<file path="src/rtl/slc3_mult_pkg.sv">
// ============================================================================
// Module   : slc3_mult_pkg
// Purpose  : Shared types, constants and helpers for the SLC3 sequential
//            multiplier (seq_mult16) and its carry-lookahead adder.
// Contents : mult_state_t  - multiplier control states
//            MULT_WIDTH    - operand width
//            MULT_CNT_W    - iteration counter width
//            ext_operand() - sign/zero extension of an operand by one bit
// Revision : 1.0 - initial release
// ============================================================================
`default_nettype none

package slc3_mult_pkg;

    localparam int MULT_WIDTH = 16;
    localparam int MULT_CNT_W = 5;

    typedef enum logic [1:0] {
        IDLE = 2'd0,
        RUN  = 2'd1,
        DONE = 2'd2
    } mult_state_t;

    // Extends an operand by one bit: the sign bit when sgn is set,
    // otherwise a zero.
    function automatic logic [MULT_WIDTH:0] ext_operand(
        input logic [MULT_WIDTH-1:0] op,
        input logic                  sgn
    );
        return {sgn & op[MULT_WIDTH-1], op};
    endfunction

endpackage

`default_nettype wire

</file>
<file path="src/rtl/seq_mult16_cla_add17.sv">
// ============================================================================
// Module   : cla_add17
// Purpose  : (WIDTH+1)-bit hierarchical carry-lookahead adder. The low WIDTH
//            bits are built from WIDTH/4 4-bit CLA slices; a second-level
//            lookahead unit produces every slice carry-in directly from the
//            slice group propagate/generate terms. The top (extension) bit is
//            a single full-adder whose carry-in comes from the group
//            lookahead. Purely combinational.
// Ports    : a, b  [WIDTH:0] in   addends
//            cin         in   carry-in
//            s     [WIDTH:0] out  sum
//            cout        out  carry-out of the extension bit
// Revision : 1.0 - initial release
// ============================================================================
`default_nettype none

module cla_add17
    import slc3_mult_pkg::*;
#(
    parameter int WIDTH = MULT_WIDTH
) (
    input  logic [WIDTH:0] a,
    input  logic [WIDTH:0] b,
    input  logic           cin,
    output logic [WIDTH:0] s,
    output logic           cout
);

    localparam int NSLICE = WIDTH / 4;

    logic [WIDTH-1:0]  p;
    logic [WIDTH-1:0]  g;
    logic [NSLICE-1:0] grp_p;
    logic [NSLICE-1:0] grp_g;
    // grp_c[k] is the carry into slice k; grp_c[NSLICE] feeds the extension bit.
    logic [NSLICE:0]   grp_c;
    logic              ext_p;

    assign p = a[WIDTH-1:0] ^ b[WIDTH-1:0];
    assign g = a[WIDTH-1:0] & b[WIDTH-1:0];

    generate
        for (genvar k = 0; k < NSLICE; k++) begin : g_slice
            logic [3:0] sp;
            logic [3:0] sg;
            logic [3:0] c;

            assign sp = p[4*k +: 4];
            assign sg = g[4*k +: 4];

            // Fully expanded in-slice carries: no ripple inside the slice.
            assign c[0] = grp_c[k];
            assign c[1] = sg[0] | (sp[0] & c[0]);
            assign c[2] = sg[1] | (sp[1] & sg[0]) | (sp[1] & sp[0] & c[0]);
            assign c[3] = sg[2] | (sp[2] & sg[1]) | (sp[2] & sp[1] & sg[0])
                        | (sp[2] & sp[1] & sp[0] & c[0]);

            assign s[4*k +: 4] = sp ^ c;

            assign grp_p[k] = &sp;
            assign grp_g[k] = sg[3] | (sp[3] & sg[2]) | (sp[3] & sp[2] & sg[1])
                            | (sp[3] & sp[2] & sp[1] & sg[0]);
        end
    endgenerate

    // Second-level lookahead: each group carry is the OR of every lower group
    // generate gated by the propagates above it, plus cin gated by all
    // propagates below. The loop only enumerates those product terms.
    always_comb begin
        logic ck;
        logic prop;
        grp_c    = '0;
        grp_c[0] = cin;
        for (int k = 1; k <= NSLICE; k++) begin
            ck   = 1'b0;
            prop = 1'b1;
            for (int j = k - 1; j >= 0; j--) begin
                ck   = ck | (grp_g[j] & prop);
                prop = prop & grp_p[j];
            end
            grp_c[k] = ck | (prop & cin);
        end
    end

    assign ext_p    = a[WIDTH] ^ b[WIDTH];
    assign s[WIDTH] = ext_p ^ grp_c[NSLICE];
    assign cout     = (a[WIDTH] & b[WIDTH]) | (ext_p & grp_c[NSLICE]);

endmodule

`default_nettype wire

</file>
<file path="src/rtl/seq_mult16.sv">
// ============================================================================
// Module   : seq_mult16
// Purpose  : WIDTH x WIDTH sequential shift-add multiplier for the SLC3
//            datapath. One accumulate plus right shift per cycle through a
//            hierarchical CLA; WIDTH cycles from acceptance to product.
//            One operation in flight, valid/ready on both sides.
// Config   : MULT_SIGNED_EN - when defined, operands are two's complement
//            (sign-extended multiplicand, subtract on the last iteration,
//            arithmetic shift). Undefined: unsigned operation.
// Ports    : Clk                   in   clock, rising edge
//            Reset_n               in   asynchronous active-low reset
//            in_valid / in_ready   in/out operand handshake
//            mcand, mplier [W]     in   multiplicand / multiplier
//            out_valid / out_ready out/in product handshake
//            product [2W]          out  registered A*B, held in DONE
//            busy                  out  high in RUN or DONE
// Revision : 1.0 - initial release
// ============================================================================
`default_nettype none

module seq_mult16
    import slc3_mult_pkg::*;
#(
    parameter int WIDTH = MULT_WIDTH,
    parameter int CNT_W = MULT_CNT_W
) (
    input  logic               Clk,
    input  logic               Reset_n,
    input  logic               in_valid,
    output logic               in_ready,
    input  logic [WIDTH-1:0]   mcand,
    input  logic [WIDTH-1:0]   mplier,
    output logic               out_valid,
    input  logic               out_ready,
    output logic [2*WIDTH-1:0] product,
    output logic               busy
);

`ifdef MULT_SIGNED_EN
    localparam bit SIGNED_MODE = 1'b1;
`else
    localparam bit SIGNED_MODE = 1'b0;
`endif

    mult_state_t      state;
    logic [WIDTH:0]   acc;
    logic [WIDTH-1:0] q;
    logic [WIDTH:0]   m;
    logic [CNT_W-1:0] cnt;

    logic             last_iter;
    logic             do_sub;
    logic [WIDTH:0]   add_b;
    logic             add_cin;
    logic [WIDTH:0]   sum;
    logic             sum_cout;
    logic             shift_in;
    logic [WIDTH:0]   acc_nxt;
    logic [WIDTH-1:0] q_nxt;

    assign last_iter = (cnt == CNT_W'(WIDTH - 1));
    // The MSB of a two's complement multiplier carries negative weight, so
    // its partial product is subtracted.
    assign do_sub    = SIGNED_MODE && last_iter;

    // With Q[0]=0 the adder sees ACC + 0 + 0, so S = ACC and carry-out = 0.
    assign add_b   = q[0] ? (do_sub ? ~m : m) : '0;
    assign add_cin = q[0] & do_sub;

    cla_add17 #(
        .WIDTH (WIDTH)
    ) u_add (
        .a    (acc),
        .b    (add_b),
        .cin  (add_cin),
        .s    (sum),
        .cout (sum_cout)
    );

    // Signed: replicate the sum's sign. Unsigned: keep the adder carry.
    assign shift_in = SIGNED_MODE ? sum[WIDTH] : sum_cout;
    assign acc_nxt  = {shift_in, sum[WIDTH:1]};
    assign q_nxt    = {sum[0], q[WIDTH-1:1]};

    always_ff @(posedge Clk or negedge Reset_n) begin
        if (!Reset_n) begin
            state     <= IDLE;
            in_ready  <= 1'b1;
            out_valid <= 1'b0;
            busy      <= 1'b0;
            product   <= '0;
            acc       <= '0;
            q         <= '0;
            m         <= '0;
            cnt       <= '0;
        end else begin
            case (state)
                IDLE: begin
                    if (in_valid && in_ready) begin
                        m        <= ext_operand(mcand, SIGNED_MODE);
                        q        <= mplier;
                        acc      <= '0;
                        cnt      <= '0;
                        in_ready <= 1'b0;
                        busy     <= 1'b1;
                        state    <= RUN;
                    end
                end
                RUN: begin
                    acc <= acc_nxt;
                    q   <= q_nxt;
                    cnt <= cnt + 1'b1;
                    if (last_iter) begin
                        // Capture from the shifted values so product is valid
                        // in the same cycle out_valid rises.
                        product   <= {acc_nxt[WIDTH-1:0], q_nxt};
                        out_valid <= 1'b1;
                        state     <= DONE;
                    end
                end
                DONE: begin
                    if (out_ready) begin
                        out_valid <= 1'b0;
                        in_ready  <= 1'b1;
                        busy      <= 1'b0;
                        state     <= IDLE;
                    end
                end
                default: begin
                    out_valid <= 1'b0;
                    in_ready  <= 1'b1;
                    busy      <= 1'b0;
                    state     <= IDLE;
                end
            endcase
        end
    end

endmodule

`default_nettype wire
</file>
<file path="config.mk">
export PLATFORM = sky130hd
export DESIGN_NAME = seq_mult16
export DESIGN_NICKNAME = d
export VERILOG_FILES = /design/src/rtl/slc3_mult_pkg.sv /design/src/rtl/seq_mult16_cla_add17.sv /design/src/rtl/seq_mult16.sv
export SDC_FILE = /design/constraint.sdc
export NUM_CORES = 1
export LEC_CHECK = 0
export ABC_AREA = 1
export BUFFER_PORTS_ARGS = -buffer_cell sky130_fd_sc_hd__buf_2
export CORE_MARGIN = 8
export CORE_UTILIZATION = 46
export CTS_CLUSTER_DIAMETER = 120
export DETAILED_ROUTE_END_ITERATION = 16
export GPL_TIMING_DRIVEN = 1
export PLACE_DENSITY = 0.66
export REMOVE_ABC_BUFFERS = 1
export SYNTH_ARGS = -nofsm -noshare
export SYNTH_HDL_FRONTEND = slang
export SYNTH_HIERARCHICAL = 1
export SYNTH_SLANG_ARGS = --single-unit
</file>
<file path="constraint.sdc">
create_clock -name Clk -period 2.3 [get_ports Clk]
set_input_delay 0.115 -clock Clk [delete_from_list [all_inputs] [get_ports Clk]]
set_output_delay 0.115 -clock Clk [all_outputs]
set_load 0.01 [all_outputs]
</file>
==> results of run 1 <==
## cell type report
type	instances	area [um2]
clock buffer	13	169
clock inverter	3	45.0
fill	935	4060
inverter	81	309
multi-input combinational	392	2480
sequential	91	2280
tap	136	170
timing repair buffer	120	856
## flip-flops by register name, summed over array words and instances (netlist names)
signal,cells
acc,17
busy,1
cnt,5
in_ready,1
m,16
out_valid,1
product,32
q,16
state,2
## metal layers
metal | vias up | global-route usage (%)
met5 | - | 0
met4 | 0 | 5.46
met3 | 24 | 4.02
met2 | 61 | 28.6
met1 | 1991 | 20.7
li1 | 2055 | -
## cells in the mapped netlist, types with 2 or more instances
library cell / count / share of area (%)
o21ai_2: 30 / 5.3
xnor2_1: 3 / 0.53
fa_1: 5 / 2.0
ha_1: 18 / 4.6
inv_1: 78 / 6.0
o21ai_0: 34 / 3.5
nand3_1: 62 / 6.3
nand3b_1: 2 / 0.31
buf_6: 9 / 2.1
a21oi_1: 7 / 0.71
clkbuf_1: 7 / 0.53
a31oi_1: 2 / 0.25
o21bai_1: 2 / 0.31
o21ai_1: 3 / 0.31
nand2_1: 181 / 14
nand2_2: 13 / 1.7
nor2_4: 2 / 0.46
xor2_1: 4 / 0.71
buf_4: 9 / 1.4
buf_2: 2 / 0.20
dfrtp_1: 90 / 46
nor2_1: 11 / 0.84
nand2_4: 2 / 0.46
## cells by family after synthesis
kind of cell	share of synthesized area (%)
and+or+nand+nor	24.6
buffers and inverters	10.4
DFF	46.3
AOI/OAI and AO/OA	10.7
adders and majority gates	6.61
xor gates and xnor gates	1.25
other	0.0762
## worst paths after layout
| check | to | depth (start not counted) |
|---|---|---|
| setup / recovery | acc[15]$_DFFE_PN0P_ | 13 |
| hold / removal | m[6]$_DFFE_PN0P_ | 3 |
| setup reg to reg | acc[15]$_DFFE_PN0P_ | 13 |
| hold reg to reg | m[0]$_DFFE_PN0P_ | 2 |
| max in group asynchronous | in_ready$_DFFE_PN1P_ | 3 |
| min in group asynchronous | m[2]$_DFFE_PN0P_ | 2 |
## through the flow
step / util, % / setup TNS (ns)
floorplan: - / -0.0952
global placement: 53.3 / -0.211
detailed placement: 53.3 / -0.663
CTS: 59.4 / -0.267
global route: 60.8 / -1.28
finish: 60.8 / -0.397
## report_power, final
group | internal, mW | switching (mW)
Sequential | 2.28 | 0.487
Combinational | 1.67 | 2.32
Clock | 0.592 | 0.564
## worst register-to-register path, delay by kind of cell (launching register included)
family,cells,cell delay (ns)
compound gates,2,0.31
flops,1,0.47
simple gates,5,0.47
fa+ha+maj,2,0.74
buf+inv,4,0.36
## repair_timing
action	CTS	global route
hold buffers	15	1
setup endpoints to repair	10	22
setup buffers	3	1
pin swaps	26	30
hold endpoints to repair	54	1
gates resized for setup	54	41
cloned	1	0
==> results.sh, run 1 <==
export IMPL_row_count=37
export IMPL_wl_per_cell_um=14.0
export IMPL_wl_met1_um=5250
export IMPL_fmax_mhz=416
export IMPL_path_cells="clkbuf_16 > nand2_1 > inv_1 > ha_1 > nand2_2 > nor2_4 > a31oi_1 > nand2_1 > nor3_2 > fa_1 > inv_1 > inv_2 > o21ai_1"
export IMPL_final_nets=754
export IMPL_final_area_um2=6310
export IMPL_grt_max_degree=56
export IMPL_cts_tree="done"
export IMPL_final_common_cell="nand2_1"
export IMPL_dr_wl_met3_um=373
export IMPL_cp_required_ns=2.59
export IMPL_final_cells=836
export IMPL_syn_cell_area_um2=4920
export IMPL_worst_r2r_setup_slack_ns=-0.11
export IMPL_ys_types=36
export IMPL_initial_core_util_pct=47.4
export IMPL_crit_path_start_kind="flip-flop"
export IMPL_antenna_found_initial=0
export IMPL_wl_um=11700
export IMPL_vdd_drop_max_mv=0.658
export IMPL_cts_sinks=91
export IMPL_grt_pass1_wl_um=19900
export IMPL_placed_cell_area_um2=5530
export IMPL_finalCriticalPeriod_ns=2.41
export IMPL_p_per_area_nw_per_um2=1250
export IMPL_drc=0
export IMPL_numCtsBuffers=9
export IMPL_layout_common_cells="158 x nand2_1, 89 x dfrtp_1, 69 x buf_2"
export IMPL_grt_pass1_vias=4305
export IMPL_rsz0062_at_grt="yes"
export IMPL_cp_end_kind="flip-flop"
export IMPL_arrival_ns=2.70
export IMPL_ant_nets=0
export IMPL_syn_inst=589
export IMPL_synthFlopType="dfrtp_1"
export IMPL_n_antenna_cell=0
export IMPL_yosys_register_bits=91
export IMPL_first_pass_iters=4
export IMPL_port_buffer_count=70
export IMPL_area_growth_pct=28.2
export IMPL_p_leak_nw=3.36
export IMPL_worstSetupStartpoint="q[0]$_DFFE_PN0P_"
export IMPL_die_h_um=119
export IMPL_worstSetupPathType="reg2reg"
export IMPL_timing_final_crit_share_pct=105
export IMPL_fin_skew_ns=0.0106
export IMPL_coreArea_um2=10400
export IMPL_slew_headroom_pct=61.9
export IMPL_yosysSeqAreaShare_pct=46.3
export IMPL_dp_hpwl_um=7810
export IMPL_whs_ns=0.0108
export IMPL_outcome="finished with violations"
export IMPL_drv_slew=0
export IMPL_wl_met2_um=5800
export IMPL_drive_gt1_share_pct=34.7
export IMPL_worst_slack_ns=-0.106
export IMPL_cp_max_fo=7
export IMPL_synth_async_reset_ratio_pct=100
export IMPL_hold_viol=0
export IMPL_clock_latency_ns=0.36
export IMPL_cpMaxStageDelayCell="dfrtp_2"
export IMPL_cts_root_buf="clkbuf_8"
export IMPL_clockBufferDepth=2
export IMPL_drt_iter0_drc=214
export IMPL_die_area_um2=14300
export IMPL_worstReg2RegStart="q[0]$_DFFE_PN0P_"
export IMPL_top_layer="met4"
export IMPL_hold_path_startpoint="mcand[6]"
export IMPL_worstMarginPinSlew_ns=0.572
export IMPL_htree_levels=3
export IMPL_yosys_warnings=6
export IMPL_vias=4131
export IMPL_place_gp_congestion=0.841
export IMPL_synth_edf_count=0
export IMPL_cp_top_family="adder cells"
export IMPL_avgSynthCellArea_um2=8.35
export IMPL_die_w_um=119
export IMPL_drv_cap=0
export IMPL_clkSlewWorstSetupHoldPaths_ns=0.09
export IMPL_setup_viol=9
export IMPL_overflow=0
export IMPL_placed_cells=799
export IMPL_dp_slack_ns=-0.158
export IMPL_hold_class="in2reg"
export IMPL_violations="setup timing"
export IMPL_grt_use_total_pct=16.8
export IMPL_slowest_delay_ns=0.47
export IMPL_viasPerCell=4.94
export IMPL_io_pins=71
export IMPL_power_total_mw=7.91
export IMPL_critical_path_buf_inv_count=4
Note: power is estimated with default switching activity, not from simulation.
==> run 2, diff against run 1 <==
--- a/config.mk
+++ b/config.mk
@@ -12,7 +12,7 @@
 export CTS_CLUSTER_DIAMETER = 120
 export DETAILED_ROUTE_END_ITERATION = 16
 export GPL_TIMING_DRIVEN = 1
-export PLACE_DENSITY = 0.66
+export PLACE_DENSITY = 0.63
 export REMOVE_ABC_BUFFERS = 1
 export SYNTH_ARGS = -nofsm -noshare
 export SYNTH_HDL_FRONTEND = slang
==> constraint.sdc (replaced) <==
create_clock -name Clk -period 2.4 [get_ports Clk]
set_input_delay 0.12 -clock Clk [delete_from_list [all_inputs] [get_ports Clk]]
set_output_delay 0.12 -clock Clk [all_outputs]
set_load 0.01 [all_outputs]
==> run 2 against run 1 <==
The run still ends with setup timing left. Wire length shrank 5.3%. Clock-buffer cell count fell by 3. Cell count decreased by 1.3%. Hold slack better by 0.0043 ns.
==> results.sh, run 2 (synthesis results as in run 1) <==
export IMPL_fmax_mhz=416
export IMPL_io_pins=71
export IMPL_ant_nets=0
export IMPL_vdd_drop_max_mv=0.582
export IMPL_finalCriticalPeriod_ns=2.41
export IMPL_crit_path_start_kind="flip-flop"
export IMPL_largest_register_ffs=32
export IMPL_overflow=0
export IMPL_slowest_delay_ns=0.50
export IMPL_register_area_um2=2280
export IMPL_violations="setup timing"
export IMPL_worstSetupPathType="reg2reg"
export IMPL_critical_path_buf_inv_count=4
export IMPL_worst_slack_ns=-0.00576
export IMPL_outcome="finished with violations"
export IMPL_p_leak_nw=3.28
export IMPL_multi_input_area_um2=2380
export IMPL_p_per_area_nw_per_um2=1220
export IMPL_rsz0062_at_grt="yes"
export IMPL_power_total_mw=7.41
export IMPL_cpMostUsedCell="nand2_2"
export IMPL_drc=0
export IMPL_clockBufferDepth=2
export IMPL_first_pass_iters=5
export IMPL_top_regs="product (32), acc (17)"
export IMPL_die_w_um=119
export IMPL_grt_use_total_pct=15.5
export IMPL_vias=4005
export IMPL_grt_pass1_wl_um=18300
export IMPL_row_count=37
export IMPL_drv_cap=0
export IMPL_regMostFlops="product"
export IMPL_dp_hpwl_um=7350
export IMPL_final_area_um2=6090
export IMPL_path_cells="buf_12 > nand2_2 > inv_2 > ha_4 > nand2_2 > nand3b_1 > nand2_2 > nand2_2 > nor2_2 > nor3_2 > fa_1 > inv_1 > inv_2 > o21ai_2"
export IMPL_slew_headroom_pct=66.2
export IMPL_drt_iter0_drc=227
export IMPL_cts_root_buf="clkbuf_8"
export IMPL_dp_slack_ns=-0.110
export IMPL_port_buffer_count=70
export IMPL_wl_um=11100
export IMPL_place_gp_congestion=0.861
export IMPL_initial_core_util_pct=47.4
export IMPL_cpMaxStageDelayCell="fa_1"
export IMPL_drive_gt1_share_pct=30.8
export IMPL_placed_cell_area_um2=5450
export IMPL_fin_setup_tns_ns=-0.00903
export IMPL_final_cells=825
export IMPL_area_growth_pct=23.8
export IMPL_clock_latency_ns=0.36
export IMPL_htree_levels=3
export IMPL_final_nets=744
export IMPL_coreArea_um2=10400
export IMPL_arrival_ns=2.65
export IMPL_die_area_um2=14300
export IMPL_viasPerCell=4.85
export IMPL_fill_cells=952
export IMPL_cp_end_kind="flip-flop"
export IMPL_fin_skew_ns=0.0113
export IMPL_layout_common_cells="167 x nand2_1, 89 x dfrtp_1, 69 x inv_1, 69 x buf_2, 62 x nand3_1"
export IMPL_n_antenna_cell=0
export IMPL_final_common_cell="nand2_1"
export IMPL_clkSlewWorstSetupHoldPaths_ns=0.09
export IMPL_wl_per_cell_um=13.4
export IMPL_grt_pass1_vias=4015
export IMPL_antenna_found_initial=0
export IMPL_worstMarginPinSlew_ns=0.507
export IMPL_hold_viol=0
export IMPL_cp_max_fo=7
export IMPL_die_h_um=119
export IMPL_cp_required_ns=2.65
export IMPL_cts_tree="done"
export IMPL_hold_class="in2reg"
export IMPL_cp_top_family="adder cells"
export IMPL_placed_cells=792
export IMPL_grt_max_degree=92
export IMPL_timing_final_crit_share_pct=100
export IMPL_numCtsBuffers=9
export IMPL_drv_slew=0
export IMPL_setup_viol=2
export IMPL_cts_sinks=91
[run 2: cell count changes in the layout (fill, tap and decap cells not counted), moves of 3 or more]
cell           change
nand2_4            -3
nand2_2            -6
buf_4              -3
dlygate4sd3_1      -4
nor2_4             -3
nand2_1            +9
clkbuf_8           -3
inv_1             +10
inv_2              -9
[run 2: what timing repair did]
action	4_1_cts	5_1_grt
gates resized for setup	11	48
endpoints found under the setup margin	9	13
cloned	0	1
pin swaps	3	27
setup buffers	1	4
hold buffers	12	0
hold endpoints to repair	101	0
[run 2: final cells by class]
class                           instances  area share [%]
Clock buffer                           10            2.10
Clock inverter                          5            1.29
Inverter                               81            5.03
Multi-Input combinational cell        392            39.2
Sequential cell                        91            37.4
Tap cell                              136            2.79
Timing Repair Buffer                  110            12.2
[run 2: final timing paths]
path	startpoint	endpoint	slack, ns	cells after the start
max	q[0]$_DFFE_PN0P_	product[31]$_DFFE_PN0P_	-0.006	14
min	mcand[7]	m[7]$_DFFE_PN0P_	0.02	3
max reg2reg	q[0]$_DFFE_PN0P_	product[31]$_DFFE_PN0P_	-0.006	14
min reg2reg	in_ready$_DFFE_PN1P_	in_ready$_DFFE_PN1P_	0.47	2
max in group asynchronous	Reset_n	in_ready$_DFFE_PN1P_	1.66	3
min in group asynchronous	Reset_n	product[21]$_DFFE_PN0P_	0.31	3
[run 2: routing by layer]
layer	GRT usage [%]	up-vias	share of wire (%)	wire, um
met5	0	-	0	0
met4	5.39	0	1.2	134
met3	3.64	11	5.5	605
met2	26.1	80	48	5300
met1	19.1	1878	45	5040
li1	-	2036	-	-
[run 2: per-stage QoR]
stage          util, %  hold WS (ns)
3_5_place_dp      52.5         0.209
4_1_cts           56.5       0.00119
3_3_place_gp      52.5         0.212
5_1_grt           58.7       0.00906
2_1_floorplan        -        -0.176
6_report          58.7        0.0151
[run 2: worst reg2reg max path, delay by kind of cell, from the launching register on]
family	cells	cell delay (ns)
AOI/OAI and AO/OA	1	0.05
buffers and inverters	4	0.32
adders and majority gates	2	0.76
and+or+nand+nor	7	0.69
DFF	1	0.48
[run 2: where the power goes]
| group | internal, mW | total (mW) | switching [mW] |
|---|---|---|---|
| Clock | 0.580 | 1.11 | 0.534 |
| Combinational | 1.54 | 3.66 | 2.12 |
| Sequential | 2.18 | 2.64 | 0.457 |
| Total | 4.30 | 7.41 | 3.11 |
